`src/rtl/fifo_pkg.sv`:
```
// Shared definitions for the FIFO framer.
//   state_e         : framer FSM states (IDLE, DATA, CSUM)
//   FIFO_WIDTH_DEF  : default width of FIFO read data and stream words
//   FRAME_LEN_DEF   : default number of data words per frame
package fifo_pkg;

  typedef enum logic [1:0] {
    IDLE = 2'd0,
    DATA = 2'd1,
    CSUM = 2'd2
  } state_e;

  localparam int FIFO_WIDTH_DEF = 16;
  localparam int FRAME_LEN_DEF  = 8;

endpackage

```
`src/rtl/fifo_framer_skid_buf2.sv`:
```
// skid_buf2: two-entry in-order staging buffer between the FIFO read port
// and the output stream.
// Ports:
//   clk_rd  : clock (rising edge)
//   rst     : asynchronous active-high reset, empties the buffer
//   push_i  : write data_i this cycle
//   data_i  : word to store
//   pop_i   : drop the head word this cycle (only when count_o != 0)
//   head_o  : oldest stored word
//   count_o : number of stored words (0..2)
module skid_buf2
  import fifo_pkg::*;
#(
  parameter int FIFO_WIDTH = FIFO_WIDTH_DEF
) (
  input  logic                  clk_rd,
  input  logic                  rst,
  input  logic                  push_i,
  input  logic [FIFO_WIDTH-1:0] data_i,
  input  logic                  pop_i,
  output logic [FIFO_WIDTH-1:0] head_o,
  output logic [1:0]            count_o
);

  logic [FIFO_WIDTH-1:0] e0_q, e0_d;
  logic [FIFO_WIDTH-1:0] e1_q, e1_d;
  logic [1:0]            cnt_q, cnt_d;

  // Entry 0 is always the head; a pop shifts entry 1 forward.
  always_comb begin
    e0_d  = e0_q;
    e1_d  = e1_q;
    cnt_d = cnt_q;
    case ({push_i, pop_i})
      2'b10: begin
        if (cnt_q == 2'd0) e0_d = data_i;
        else               e1_d = data_i;
        cnt_d = cnt_q + 2'd1;
      end
      2'b01: begin
        e0_d  = e1_q;
        cnt_d = cnt_q - 2'd1;
      end
      2'b11: begin
        if (cnt_q == 2'd1) begin
          e0_d = data_i;
        end else begin
          e0_d = e1_q;
          e1_d = data_i;
        end
      end
      default: ;
    endcase
  end

  always_ff @(posedge clk_rd or posedge rst) begin
    if (rst) begin
      e0_q  <= '0;
      e1_q  <= '0;
      cnt_q <= 2'd0;
    end else begin
      e0_q  <= e0_d;
      e1_q  <= e1_d;
      cnt_q <= cnt_d;
    end
  end

  assign head_o  = e0_q;
  assign count_o = cnt_q;

endmodule

```
`src/rtl/fifo_framer.sv`:
```
// fifo_framer: reads words from a FIFO and emits frames of FRAME_LEN data
// words followed by one checksum word (sum of the data words, carries dropped).
// Ports:
//   clk_rd     : only clock, rising edge
//   rst        : asynchronous active-high reset
//   empty      : FIFO empty flag
//   underflow  : FIFO underflow flag (sets err)
//   data_out   : FIFO read data, valid the cycle after rd_en
//   rd_en      : FIFO read request
//   out_data   : stream word
//   out_valid  : stream word valid
//   out_last   : marks the checksum word ending a frame
//   out_ready  : downstream accept
//   frame_cnt  : completed frames, wraps at 0xFFFF
//   err        : sticky protocol error, cleared only by rst
module fifo_framer
  import fifo_pkg::*;
#(
  parameter int FIFO_WIDTH = FIFO_WIDTH_DEF,
  parameter int FRAME_LEN  = FRAME_LEN_DEF
) (
  input  logic                  clk_rd,
  input  logic                  rst,
  input  logic                  empty,
  input  logic                  underflow,
  input  logic [FIFO_WIDTH-1:0] data_out,
  output logic                  rd_en,
  output logic [FIFO_WIDTH-1:0] out_data,
  output logic                  out_valid,
  output logic                  out_last,
  input  logic                  out_ready,
  output logic [15:0]           frame_cnt,
  output logic                  err
);

  localparam int            CW         = $clog2(FRAME_LEN + 1);
  localparam logic [CW-1:0] LEN_C      = CW'(FRAME_LEN);
  localparam logic [CW-1:0] LAST_IDX_C = CW'(FRAME_LEN - 1);

  state_e                state_q, state_d;
  logic                  rd_pend_q;
  logic [CW-1:0]         req_cnt_q, req_cnt_d;
  logic [CW-1:0]         acc_cnt_q, acc_cnt_d;
  logic [FIFO_WIDTH-1:0] csum_q, csum_d;
  logic [15:0]           frame_cnt_q, frame_cnt_d;
  logic                  err_q, err_d;

  logic [FIFO_WIDTH-1:0] sk_head;
  logic [1:0]            sk_cnt;
  logic                  data_fire;
  logic                  csum_fire;
  logic [2:0]            occ_next;

  // Stage boundary: FIFO read data lands in the skid buffer one cycle after rd_en.
  skid_buf2 #(.FIFO_WIDTH(FIFO_WIDTH)) u_skid (
    .clk_rd  (clk_rd),
    .rst     (rst),
    .push_i  (rd_pend_q),
    .data_i  (data_out),
    .pop_i   (data_fire),
    .head_o  (sk_head),
    .count_o (sk_cnt)
  );

  // Stage boundary: output stream presented from the skid head or the checksum register.
  assign out_valid = (state_q == CSUM) || ((state_q == DATA) && (sk_cnt != 2'd0));
  assign out_last  = (state_q == CSUM);
  assign out_data  = (state_q == CSUM) ? csum_q : sk_head;
  assign data_fire = (state_q == DATA) && out_valid && out_ready;
  assign csum_fire = (state_q == CSUM) && out_ready;

  // Occupancy counts the word popped this cycle as already gone, so a
  // continuously ready sink sees one word per cycle with no bubbles.
  assign occ_next = {1'b0, sk_cnt} - {2'b00, data_fire} + {2'b00, rd_pend_q};
  assign rd_en    = (state_q == DATA) && !empty && (occ_next < 3'd2) &&
                    (req_cnt_q < LEN_C);

  assign frame_cnt = frame_cnt_q;
  assign err       = err_q;

  always_comb begin
    state_d     = state_q;
    req_cnt_d   = req_cnt_q + CW'(rd_en);
    acc_cnt_d   = acc_cnt_q + CW'(data_fire);
    csum_d      = data_fire ? (csum_q + sk_head) : csum_q;
    frame_cnt_d = frame_cnt_q;
    // Second term guards against the checksum word ever leaving without out_last.
    err_d       = err_q || underflow ||
                  ((state_q == CSUM) && out_valid && !out_last);
    case (state_q)
      IDLE: if (!empty) state_d = DATA;
      DATA: if (data_fire && (acc_cnt_q == LAST_IDX_C)) state_d = CSUM;
      CSUM: begin
        if (csum_fire) begin
          state_d     = empty ? IDLE : DATA;
          req_cnt_d   = '0;
          acc_cnt_d   = '0;
          csum_d      = '0;
          frame_cnt_d = frame_cnt_q + 16'd1;
        end
      end
      default: state_d = IDLE;
    endcase
  end

  // A read in flight when reset releases is dropped because rd_pend_q clears.
  always_ff @(posedge clk_rd or posedge rst) begin
    if (rst) begin
      state_q     <= IDLE;
      rd_pend_q   <= 1'b0;
      req_cnt_q   <= '0;
      acc_cnt_q   <= '0;
      csum_q      <= '0;
      frame_cnt_q <= 16'd0;
      err_q       <= 1'b0;
    end else begin
      state_q     <= state_d;
      rd_pend_q   <= rd_en;
      req_cnt_q   <= req_cnt_d;
      acc_cnt_q   <= acc_cnt_d;
      csum_q      <= csum_d;
      frame_cnt_q <= frame_cnt_d;
      err_q       <= err_d;
    end
  end

endmodule
```
`config.mk`:
```
export PLATFORM = sky130hd
export DESIGN_NAME = fifo_framer
export DESIGN_NICKNAME = d
export VERILOG_FILES = /design/src/rtl/fifo_pkg.sv /design/src/rtl/fifo_framer_skid_buf2.sv /design/src/rtl/fifo_framer.sv
export SDC_FILE = /design/constraint.sdc
export NUM_CORES = 1
export LEC_CHECK = 0
export ABC_AREA = 1
export CAP_MARGIN = 20
export CORE_MARGIN = 5
export CORE_UTILIZATION = 50
export DETAILED_ROUTE_END_ITERATION = 7
export GPL_ROUTABILITY_DRIVEN = 0
export PLACE_DENSITY = 0.76
export SLEW_MARGIN = 20
export SYNTH_ARGS = -nofsm -noshare
export SYNTH_HDL_FRONTEND = slang
export SYNTH_SLANG_ARGS = --single-unit
```
`constraint.sdc`:
```
create_clock -name clk_rd -period 3.97 [get_ports clk_rd]
set_clock_uncertainty 0.05 [all_clocks]
set_input_delay 0.5955 -clock clk_rd [delete_from_list [all_inputs] [get_ports clk_rd]]
set_output_delay 0.5955 -clock clk_rd [all_outputs]
set_load 0.01 [all_outputs]
```
# --- After elaboration in Yosys (flattened, before gate mapping) ---
# Cells that the tools add are included.
word_totals:
  regBits: 78
  out_inout_bits: 36
  wordCells: 78
  input_bits: 21
classes:
  n_reduce_logical: 25
  n_eq_ne: 13
  order_cmp: 2
  mux: 20
  addsub: 8
ops:
  columns: ["op", "n"]
  rows:
  - ["2-to-1 mux 16 bit", 8]
  - ["case mux 16 bit (3 select lines)", 1]
  - ["case mux 16 bit (2 select lines)", 1]
  - ["adder 16 x 1 -> 16 bit (second input constant)", 1]
  - ["adder 16 bit", 1]
  - ["2-to-1 mux 4 bit", 4]
  - ["logical AND 1 bit", 10]
  - ["adder 4 x 1 -> 4 bit", 2]
  - ["== test 2 x 1 -> 1 bit (second input constant)", 3]
  - ["== test 2 bit (second input constant)", 3]
  - ["2-to-1 mux 2 bit", 3]
  - ["inequality test 2 x 1 -> 1 bit (second input constant)", 3]
  - ["inequality test 2 bit (second input constant)", 3]
  - ["case mux 2 bit (3 select lines)", 1]
  - ["AND reduction 3 bit", 2]
  - ["nonzero test 2 bit", 3]
  - ["== test 4 x 3 -> 1 bit (second input constant)", 1]
  - ["logical NOT 2 bit", 2]
  - ["less-than comparator 4 bit (second input constant)", 1]
  - ["case mux 2 bit (2 select lines)", 1]
  - ["AND reduction 2 bit", 2]
  - ["adder 3 x 1 -> 3 bit", 1]
  - ["logical OR 1 bit", 3]
  - ["less-than comparator 3 x 2 -> 1 bit (second input constant)", 1]
  - ["other kinds (6)", 7]

# --- Depth between registers and ports, before layout ---
depth:
  ltp_word: 13
  depth_mapped: 15
  ltp_nobuf: 14

# --- Hierarchy ---
# A second synthesis with hierarchy kept.
hier_totals:
  hier_cells: 667
  area_unflattened_um2: 4849.7
modules_own_cells:
  columns: ["module", "n_inst", "seq_area_each_um2", "cells_per_inst", "area_each_um2"]
  rows:
  - ["fifo_framer", 1, 1101.1, 450, 3164.3]
  - ["skid_buf2", 1, 850.8, 217, 1685.4]

# --- Worst setup path after synthesis ---
# OpenSTA, ideal clock, no wires.
synth_timing:
  kind: "register to register"
  from: "reg u_skid.cnt_q[1] (netlist: u_skid.count_o[1])"
  to: "reg req_cnt_q[2]"
  setup_slack_ps: 335
  t_arrival_ps: 3465
  path_buffers: 1
  path_stages_with_launch: 15
  required_ps: 3799
  setup_ps: 121
  cell_sequence: "dfrtp_1 > inv_1 > ha_1 > nor3_4 > buf_2 > ha_1 > or2_2 > fa_1 > a21oi_1 > o21ai_0 > nor4b_1 > ha_1 > ha_1 > xnor2_1 > nor2_1"
synth_via:
  elab_chain_len: 13
synth_lines:
  columns: ["element", "line_no", "rtl"]
  rows:
  - ["start, declared", "fifo_framer_skid_buf2.sv:27", "logic [1:0] cnt_q, cnt_d;"]
  - ["start signal, assigned", "fifo_framer_skid_buf2.sv:64", "cnt_q <= cnt_d;"]
  - ["nonzero test 2 bit", "fifo_framer.sv:66", "assign out_valid = (state_q == CSUM) || ((state_q == DATA) && (sk_cnt != 2'd0));"]
  - ["logical AND 1 bit", "fifo_framer.sv:66", null]
  - ["logical OR 1 bit", "fifo_framer.sv:66", null]
  - ["logical AND 1 bit (2 in series)", "fifo_framer.sv:69", "assign data_fire = (state_q == DATA) && out_valid && out_ready;"]
  - ["subtractor 2 x 1 -> 3 bit *", "fifo_framer.sv:74", "assign occ_next = {1'b0, sk_cnt} - {2'b00, data_fire} + {2'b00, rd_pend_q};"]
  - ["adder 3 x 1 -> 3 bit *", "fifo_framer.sv:74", null]
  - ["less-than comparator 3 x 2 -> 1 bit *", "fifo_framer.sv:75", "assign rd_en = (state_q == DATA) && !empty && (occ_next < 3'd2) &&"]
  - ["logical AND 1 bit * (2 in series)", "fifo_framer.sv:75", null]
  - ["net rd_en", "fifo_framer.sv:27", "output logic rd_en,"]
  - ["adder 4 x 1 -> 4 bit *", "fifo_framer.sv:83", "req_cnt_d = req_cnt_q + CW'(rd_en);"]
  - ["2-to-1 mux 4 bit", "fifo_framer.sv:94", "if (csum_fire) begin"]
  - ["2-to-1 mux 4 bit *", "fifo_framer.sv:90", "case (state_q)"]
  - ["net req_cnt_d[2]", "fifo_framer.sv:42", "logic [CW-1:0] req_cnt_q, req_cnt_d;"]
  - ["end signal, assigned", "fifo_framer.sv:119", "req_cnt_q <= req_cnt_d;"]
  - ["end, declared", "fifo_framer.sv:42", null]
# The timed path passes the listed nets; every way through them passes the cells marked *.
# A chain may end at the register's enable or synchronous reset.

# --- Final worst setup path ---
layout_timing:
  from: "in out_ready"
  to: "out rd_en"
layout_via:
  elab_chain_len: 6
layout_lines:
  columns: ["element", "line_no", "rtl"]
  rows:
  - ["start, declared", "fifo_framer.sv:31", "input logic out_ready,"]
  - ["logical AND 1 bit", "fifo_framer.sv:69", null]
  - ["subtractor 2 x 1 -> 3 bit", "fifo_framer.sv:74", null]
  - ["adder 3 x 1 -> 3 bit", "fifo_framer.sv:74", null]
  - ["less-than comparator 3 x 2 -> 1 bit", "fifo_framer.sv:75", null]
  - ["logical AND 1 bit (2 in series)", "fifo_framer.sv:75", null]
  - ["end, declared", "fifo_framer.sv:27", null]
# Every way passes these cells.

==> summary.md <==
| Metric | Value |
|---|---|
| Status | complete, no violations |
| Num CTS Buffers | 9 |
| Worst slack, placed | -0.150 ns |
| Pwr/cell area | 783 nW/µm² |
| Worst vdd ir | 0.270 mV |
| Critical path's slowest cell | clkdlybuf4s50_1 |
| Netlist cell types | 35 |
| M1 GR Usage | 26.4% |
| # hold bufs at CTS | 0 |
| Synth Net Count | 666 |
| CP Data Required Time | 3.32 ns |
| GR Util met3 | 2.65% |
| DIE WIDTH | 107 µm |
| Global-route usage over all layers | 19.5% |
| H-Tree Depth | 3 |
| Largest cells by area after synthesis | dfrtp_1 42%, nand2_1 12%, inv_1 8.4%, o21ai_0 7.9%, ha_1 6.9% |
| Final worst setup slack | 0.193 ns |
| Core area | 9200 µm² |
| Synth area leader | dfrtp_1 |
| Worst r2r dst | req_cnt_q[2] |
| Endpoint class of the critical path | output pin |
| Layout cell share with drive strength beyond 1 | 9.38% |
| Seq/Total Area, Yosys | 41.6% |
| Synth warnings | 0 |
| Total grt overflow | 0 |
| Final Core Density | 61.3% |
| Reg-to-Reg Start | u_skid.count_o[0] |
| GRT met2 Usage | 32.7% |
| Clock Path Buffers | 2 |
| Clk root buf | clkbuf_8 |
| Crit path DAT | 3.13 ns |
| Post-Syn Instances | 617 |
| Kind of critical path | input pin to output pin |
| Crit path largest cell delay | 0.48 ns |
| Ports | 57 |
| Chip height | 107 µm |
| # setup viols final | 0 |
| Vias | 4040 |
| Clock-pin slew on the worst setup and hold paths | 0.08 ns |
| Static Leak | 2.92 nW |
| Antenna diodes | 0 |
| Cell breakdown of the critical path | clkdlybuf4s50_1, inv_1, nor3_4, ha_1, or2_2, fa_1, a21oi_1, o21ai_0, nor4b_2, buf_4, clkdlybuf4s15_1 |
| Slew HR | 50.5% |
| First-pass GRT wire length | 18400 µm |
| Worst slew pin tran | 0.741 ns |
| Synth Register Bits | 78 |
| Post-Place Cells | 776 |
| Area delta synth->final | 20.1% |
| Wire per inst | 13.2 µm |
| Post-synth top cells | 147 x nand2_1, 105 x inv_1, 78 x dfrtp_1 |
| R2R setup slack | 0.71 ns |
| Initial antenna violation count | 0 |
| Worst hold-check path type | flip-flop to flip-flop |
| Initial Util | 51.0% |
| Final nets | 726 |
| DR iter-0 viols | 221 |
| Critical Path Source Type | input pin |
| CTS tree | yes |
| Largest net degree at the start of global routing | 35 |
| Number of fill cells in the layout | 784 |
| Area after DPL | 5390 µm² |
| Hold Slack | 0.426 ns |
| Final Cycle Share | 95.1% |
| Row count | 35 |
| Ys async rst share | 100% |
| Grt peak-use layer | met2 |
| CP Capture Point | rd_en |
| Max Cap Violations | 0 |
| Worst Setup SP | out_ready |
| Count leader, synth | nand2_1 |
| Hpwl dp | 7740 µm |
| Total Wirelength | 10400 µm |
| Pre-antenna DRT Iters | 5 |
| Final Cell Area | 5640 µm² |
| Finished Layout Cells | 793 |
| Worst skew pair latency | 0.35 ns |
| Yosys top cell area share | 41.6% |
| ANT nets after route | 0 |
| Syn Area/Cell | 7.61 µm² |
| Vias in the first global route | 4018 |
| Num Clock Sinks | 78 |
| Worst-path maximum fanout | 2 |
| # port buffers | 56 |
| Vias/cell | 5.09 |
| Synth Cell Area | 4690 µm² |
| Post-synth EDFFs | 0 |
| Count of pins over their slew limit | 0 |
| Main synth FF type | dfrtp_1 |
| DIE AREA | 11400 µm² |
| Unrepaired setup endpoints after global routing | no |
| Max Clk Rate | 0.265 GHz |
| Final hold viol count | 0 |
| Reg2reg path depth | 15 |
| Final min period | 3.78 ns |
| Remaining DRCs | 0 |
[critical path, delay by kind of cell]
family	cells	cell delay (ns)
AO/OA/AOI/OAI	2	0.26
adder cells (fa/ha/maj)	2	0.64
buffers and inverters	4	0.93
AND/OR/NAND/NOR	3	0.72
[power by group]
group,internal [mW],switching [mW]
Combinational,1.00,1.42
Clock,0.377,0.310
Sequential,1.09,0.218
[per-stage QoR]
stage / setup TNS [ns] / power [mW]
finish: 0 / 4.42
global route: 0 / 4.88
CTS: 0 / 4.41
detailed placement: -0.150 / 3.72
global placement: -0.123 / 3.63
floorplan: 0 / 3.05
[flip-flops by register name, summed over array words and instances, names as in the netlist]
name and count:
u_skid.head_o 16, state_q 2, acc_cnt_q 4, req_cnt_q 4, frame_cnt 16, csum_q 16
rd_pend_q 1, err 1, u_skid.e1_q 16, u_skid.count_o 2
[layer usage]
metal | share of wire (%) | vias to the layer above
li1 | - | 2059
met4 | 1.5 | 0
met2 | 48 | 93
met1 | 46 | 1875
met3 | 5.0 | 13
met5 | 0 | -
[cell type report]
| cell class | instances | area (µm²) | area share [%] |
|---|---|---|---|
| Sequential cell | 78 | 1950 | 34.6 |
| Clock buffer | 10 | 138 | 2.44 |
| Multi-Input combinational cell | 409 | 2250 | 39.9 |
| Clock inverter | 6 | 93.8 | 1.66 |
| Tap cell | 111 | 139 | 2.46 |
| Timing Repair Buffer | 68 | 651 | 11.5 |
| Inverter | 111 | 418 | 7.41 |
[placed cells by master (no fill, tap or decap), drive strengths merged]
| cell type | synthesis | final |
|---|---|---|
| a211oi | 1 | 1 |
| a21oi | 24 | 24 |
| a31oi | 9 | 9 |
| and2 | 1 | 1 |
| buf | 8 | 12 |
| bufinv | 0 | 2 |
| clkbuf | 11 | 10 |
| clkdlybuf4s15 | 0 | 1 |
| clkdlybuf4s50 | 0 | 55 |
| clkinv | 1 | 4 |
| dfrtp | 78 | 78 |
| fa | 2 | 2 |
| ha | 26 | 26 |
| inv | 110 | 111 |
| nand2 | 149 | 149 |
| nand3 | 27 | 27 |
| nand3b | 2 | 2 |
| nand4 | 4 | 4 |
| nor2 | 43 | 43 |
| nor3 | 6 | 6 |
| nor4b | 1 | 1 |
| o211ai | 6 | 6 |
| o21ai | 75 | 75 |
| o31ai | 1 | 1 |
| or2 | 15 | 15 |
| xnor2 | 11 | 11 |
| xor2 | 6 | 6 |
[logic make-up (layout without fill, tap and decap cells)]
| logic type | after synthesis | in the layout | synth area share, % |
|---|---|---|---|
| XOR/XNOR | 17 | 17 | 3.17 |
| AO/OA/AOI/OAI | 116 | 116 | 13.1 |
| flip-flops | 78 | 78 | 41.6 |
| adder cells (fa/ha/maj) | 28 | 28 | 7.78 |
| buffers and inverters | 130 | 195 | 10.8 |
| AND/OR/NAND/NOR | 248 | 248 | 23.6 |
[what timing repair did]
action,CTS,global route
gates cloned,0,0
buffers inserted,0,1
pin swaps,1,1
resized for setup,1,2
endpoints found under the setup margin,1,1
[worst min path at each step]
stage                          end      startpoint  depth (start not counted)
finish                         err             err                          1
detailed placement             err             err                          1
global route         frame_cnt[15]   frame_cnt[15]                          1
CTS                            err             err                          1
floorplan           u_skid.e1_q[0]  u_skid.e1_q[0]                          2
global placement               err             err                          1
Power figures use the tool's default switching activity.
